[config.mk]
export PLATFORM = sky130hd
export DESIGN_NAME = icache_refill
export DESIGN_NICKNAME = d
export VERILOG_FILES = /design/src/rtl/icache_refill.sv
export SDC_FILE = /design/constraint.sdc
export NUM_CORES = 1
export LEC_CHECK = 0
export BUFFER_PORTS_ARGS = -buffer_cell sky130_fd_sc_hd__buf_4
export CAP_MARGIN = 20
export CORE_MARGIN = 4
export CORE_UTILIZATION = 40
export CTS_CLUSTER_DIAMETER = 150
export DETAILED_ROUTE_END_ITERATION = 10
export PLACE_DENSITY_LB_ADDON = 0.12
export RECOVER_POWER = 100
export SYNTH_ARGS = -nofsm -noshare
export SYNTH_HDL_FRONTEND = slang
export SYNTH_SLANG_ARGS = --single-unit
[constraint.sdc]
create_clock -name clkIn -period 3.4 [get_ports clkIn]
set_input_delay 0.68 -clock clkIn [delete_from_list [all_inputs] [get_ports clkIn]]
set_output_delay 0.68 -clock clkIn [all_outputs]
set_load 0.02 [all_outputs]
[src/rtl/icache_refill.sv]
// icache_refill: on an ICache miss, reads one aligned BLOCK_SIZE-byte line from a byte-wide RAM
// through the arbiter and presents it little-endian with a single-cycle memDataValid pulse.
module icache_refill #(
  parameter int BLOCK_WIDTH = 4,
  localparam int BLOCK_SIZE = 2**BLOCK_WIDTH
) (
  input  logic                    clkIn,
  input  logic                    resetIn,
  input  logic                    rdyIn,
  input  logic                    missIn,
  input  logic [31:0]             instrAddrIn,
  output logic                    ramReqOut,
  input  logic                    ramGrantIn,
  output logic [31:0]             ramAddrOut,
  input  logic [7:0]              ramDataIn,
  output logic                    memDataValid,
  output logic [31-BLOCK_WIDTH:0] memAddr,
  output logic [BLOCK_SIZE*8-1:0] memDataOut
);
  typedef enum logic [1:0] {IDLE, REQ, READ, DONE} state_t;
  state_t state_q, state_d;
  logic [31-BLOCK_WIDTH:0] base_q, base_d, mem_addr_q, mem_addr_d;
  logic [BLOCK_WIDTH:0] issue_q, issue_d, recv_q, recv_d;
  logic pending_q, pending_d;
  logic [BLOCK_SIZE*8-1:0] line_q, line_d, mem_data_q, mem_data_d;
  logic unused_low_addr;
  assign unused_low_addr = ^instrAddrIn[BLOCK_WIDTH-1:0];
  always_ff @(posedge clkIn or negedge resetIn)
    if (!resetIn) begin
      state_q    <= IDLE;
      base_q     <= '0;
      issue_q    <= '0;
      recv_q     <= '0;
      pending_q  <= 1'b0;
      line_q     <= '0;
      mem_addr_q <= '0;
      mem_data_q <= '0;
    end else begin
      state_q    <= state_d;
      base_q     <= base_d;
      issue_q    <= issue_d;
      recv_q     <= recv_d;
      pending_q  <= pending_d;
      line_q     <= line_d;
      mem_addr_q <= mem_addr_d;
      mem_data_q <= mem_data_d;
    end
  always_comb begin
    state_d    = state_q;
    base_d     = base_q;
    issue_d    = issue_q;
    recv_d     = recv_q;
    pending_d  = pending_q;
    line_d     = line_q;
    mem_addr_d = mem_addr_q;
    mem_data_d = mem_data_q;
    if (rdyIn)
      case (state_q)
        IDLE: if (missIn) begin
          base_d  = instrAddrIn[31:BLOCK_WIDTH];
          state_d = REQ;
        end
        REQ: if (ramGrantIn) begin
          issue_d   = '0;
          recv_d    = '0;
          pending_d = 1'b0;
          state_d   = READ;
        end
        READ: begin
          // A byte whose address went out last cycle arrives now, even if the grant has since dropped
          pending_d = !issue_q[BLOCK_WIDTH] && ramGrantIn;
          issue_d   = pending_d ? issue_q + 1'b1 : issue_q;
          if (pending_q) begin
            line_d[{recv_q[BLOCK_WIDTH-1:0], 3'b000} +: 8] = ramDataIn;
            recv_d = recv_q + 1'b1;
          end
          if (recv_d[BLOCK_WIDTH]) begin
            mem_addr_d = base_q;
            mem_data_d = line_d;
            state_d    = DONE;
          end
        end
        DONE: state_d = IDLE;
      endcase
  end
  assign ramReqOut    = state_q == REQ || state_q == READ;
  assign ramAddrOut   = state_q == READ ? {base_q, issue_q[BLOCK_WIDTH-1:0]} : '0;
  assign memDataValid = state_q == DONE;
  assign memAddr      = mem_addr_q;
  assign memDataOut   = mem_data_q;
endmodule
==> results summary <==
The flow ran to the end, but the final reports show violations. The final reports fail on max-capacitance violations, max-slew violations. The routed wire length per instance came out at 17.92 um. The worst endpoint required time came out at ~3.8 ns. The number of failing hold endpoints at the final stage came out at 0. The class of the worst hold path is input pin to register. The proportion of synthesized flip-flops having asynchronous set or reset came out at 100.0%.

The sum of negative setup slack came out at 0 ns. The number of vias in the routed layout is ~10000. Among all flip-flop cells after synthesis, the most frequent one is sky130_fd_sc_hd__dfrtp_1. In this run the biggest area consumer among cell types represents between 50% and 60% of the synthesized area. Synthesis instantiated 60 different standard cells from the library. The initial antenna violation count was 0. In this run, synthesis inferred 0 flip-flops with an integrated enable. STA classifies the critical path endpoint as a register. The overall track demand over capacity in global routing is roughly a fifth. The sort of element at the start of the critical path is a register. The H-tree level count is 2. After synthesis the netlist holds a flip-flop and latch count of approximately 330. The average instance in the mapped netlist occupies between 10 and 15 sq um. The minimum period implied by the final worst setup slack came out at about 2.9 ns. The total number of yosys warnings is 0. Derived from the worst setup path, the maximum achievable clock frequency is about 340 MHz.

The global-route met3 utilization came out at about 5.2%. The DRC marker count from the first detailed-route iteration is between 400 and 500. The net count reported at finish came out at 1636. The total clock buffers created by CTS is 38. The total power density per cell area is 586.0 nW/um^2. The starting utilization of the core area came out at around two fifths. Setup repair after global routing left no endpoint under its margin. Port buffering added 230 buffers. Counting along the longest clock path gives a buffer depth of 3. The met2 routing resource usage after global routing came out at just under 30%. The die extent in x is between 150 and 200 um. The worst setup path is of the register to register kind. After layout, the worst path uses 85.42% of the clock period.

The core box area is roughly 35000 sq um. The net count after synthesis came out at between 1000 and 1500. Compared with the post-synthesis result, the final layout area differs by 19.68%.

The global routing stage identified its most utilized layer as met2. The total congestion overflow after global routing is 0. The via count of the first global-routing pass came to ~10000. The post-detailed-route via-to-cell ratio came out at 5.065.

The number of gates resized after cts is 0. The most common cell after layout, fill and taps aside is sky130_fd_sc_hd__dfrtp_1. The pin count of the biggest net entering global routing is about 130. The maximum clock skew at final layout came out at between 0.015 and 0.02 ns. The number of I/O pins came out at 235. The final layout contains routed wiring with a total length of 37070 um. Data on the critical path arrives at its endpoint at 3.26 ns.

The number of sinks handled by clock tree synthesis came out at about 330. TritonCTS built the clock tree. The die covers a little under 40000 sq um. The remaining design rule violation count came out at 0. The pre-antenna-repair detailed-routing pass consisted of 4 iterations. The cell count after synthesis came out at about 1400. Post-CTS timing repair inserted 0 buffers for setup. The mapped netlist covers ~14000 sq um.

The wire length of the first global-routing pass is roughly 59000 um. The hold buffer count at cts came out at 0. The cell sitting at the root of the clock tree is a sky130_fd_sc_hd__clkbuf_16.

The leakage power is approximately 0.008 uW. The global-route track usage on met1 came out at about 27%. The max-capacitance violation count came out at 3. Sorting the synthesized cells by area gives the leading types as sky130_fd_sc_hd__dfrtp_1 (57%), sky130_fd_sc_hd__mux2_2 (7.9%), sky130_fd_sc_hd__nand2_1 (7.1%). Once detail routing completed, the nets flagged for antenna violations numbered 0.

The share of layout cells above drive strength 1 is between 10% and 20%. In the layout the commonest cells are sky130_fd_sc_hd__dfrtp_1 (325), sky130_fd_sc_hd__nand2_1 (272), sky130_fd_sc_hd__clkbuf_1 (178), sky130_fd_sc_hd__o21ai_0 (126), sky130_fd_sc_hd__mux2_2 (101). Across the VDD grid, the largest voltage drop is 0.4615 mV. The final number of max-transition violations came out at ~130. The repair_antennas step left the layout with diodes totalling 0.

The die is between 150 and 200 um tall. The number of failing setup endpoints in the final timing report came out at 0. The tightest slew margin relative to the limit is -84.34%. sky130_fd_sc_hd__dfrtp_1 takes more of the synthesized area than any other cell. The actual transition at the worst max-transition pin is around 2.8 ns. The design draws ~10000 uW. The clock-pin slew on the worst setup and hold paths is approximately 0.060 ns. The largest fanout of any net on the critical path is 9. The register area share after synthesis came out at a little under three fifths. The congestion estimate from routability-driven global placement came to between 0.7 and 0.8. The count of standard-cell rows is just under 70. The final HPWL from detailed placement came out at roughly 25000 um. The clock latency at the later pin of the worst-skew pair came out at 0.52 ns.
[cell families (layout without fill, tap and decap cells)]
| family | count (synthesis) | count (layout) | share of synthesized area, % |
|---|---|---|---|
| simple gates | 497 | 497 | 15.78 |
| mux | 180 | 180 | 13.45 |
| buf+inv | 104 | 339 | 3.072 |
| flops | 325 | 325 | 56.72 |
| compound gates | 252 | 252 | 9.827 |
| xor+xnor | 6 | 6 | 0.3665 |
| fa+ha+maj | 9 | 9 | 0.7854 |
[sequential cells by signal, indices dropped and copies added (netlist names)]
| name | count |
|---|---|
| line_q | 128 |
| memAddr | 28 |
| memDataOut | 128 |
| issue_q | 5 |
| base_q | 28 |
| pending_q | 1 |
| recv_q | 5 |
| state_q | 2 |
[stage by stage]
step | cell area, sq um | utilization, % | hold slack [ns] | instances | setup slack, ns
2_1_floorplan | 14340 | - | 0.3844 | 1373 | 0.8958
3_3_place_gp | 16620 | 46.84 | 0.4609 | 2003 | 0.8114
3_5_place_dp | 16620 | 46.84 | 0.4646 | 2003 | 0.7263
4_1_cts | 17900 | 50.45 | 0.2369 | 2069 | 0.6796
5_1_grt | 17160 | 48.36 | 0.3704 | 2069 | 0.2298
6_report | 17160 | 48.36 | 0.3947 | 2069 | 0.4956
[worst paths after layout]
check | startpoint | cells past startpoint | slack [ns] | end
hold / removal | instrAddrIn[20] | 2 | 0.39 | base_q[16]
max in group asynchronous | resetIn | 1 | 0.73 | base_q[18]
setup / recovery | recv_q[0] | 7 | 0.50 | memDataOut[80]
setup reg to reg | recv_q[0] | 7 | 0.50 | memDataOut[80]
hold reg to reg | memDataOut[99] | 2 | 0.48 | memDataOut[99]
min in group asynchronous | resetIn | 1 | 0.97 | memDataOut[102]
[layer usage]
metal	part of all wire, %	wire length (um)
met3	7.3	2715
met5	0	0
met4	1.4	519
met2	45	16760
met1	46	17080
[critical path: stages, from the launching register on]
cell and delay (ns):
sky130_fd_sc_hd__dfrtp_1 0.37, sky130_fd_sc_hd__inv_1 0.10, sky130_fd_sc_hd__ha_1 0.42, sky130_fd_sc_hd__xnor2_1 0.21, sky130_fd_sc_hd__nand2_1 0.10, sky130_fd_sc_hd__nor3_1 1.13
sky130_fd_sc_hd__mux2i_1 0.31, sky130_fd_sc_hd__o21ai_0 0.09
[area by class of cell]
class	instances	area, sq um
Multi-Input combinational cell	944	5723
Fill cell	3429	18320
Clock buffer	57	1186
Timing Repair Buffer	264	1411
Tap cell	461	576.8
Clock inverter	9	95.09
Sequential cell	325	8133
Inverter	9	33.78
[cells in the mapped netlist (6+ instances only)]
master / n
sky130_fd_sc_hd__and3_1: 11
sky130_fd_sc_hd__clkbuf_1: 66
sky130_fd_sc_hd__nand3_1: 23
sky130_fd_sc_hd__a21oi_1: 72
sky130_fd_sc_hd__nand2b_1: 14
sky130_fd_sc_hd__nand4_1: 6
sky130_fd_sc_hd__o21ai_0: 112
sky130_fd_sc_hd__mux2i_1: 79
sky130_fd_sc_hd__ha_1: 9
sky130_fd_sc_hd__a21oi_2: 9
sky130_fd_sc_hd__nand2_1: 272
sky130_fd_sc_hd__and2_1: 42
sky130_fd_sc_hd__a31oi_1: 25
sky130_fd_sc_hd__dfrtp_1: 325
sky130_fd_sc_hd__inv_1: 9
sky130_fd_sc_hd__mux2_2: 101
sky130_fd_sc_hd__buf_1: 6
sky130_fd_sc_hd__nor2_1: 94
sky130_fd_sc_hd__o21ai_1: 16
sky130_fd_sc_hd__buf_2: 19
[where the power goes]
part,switching (uW),internal [uW],total (uW)
combinational,983,625,1610
clock,1570,2550,4120
sequential,200,4130,4330
No activity file was read; power rests on OpenSTA's default activity.
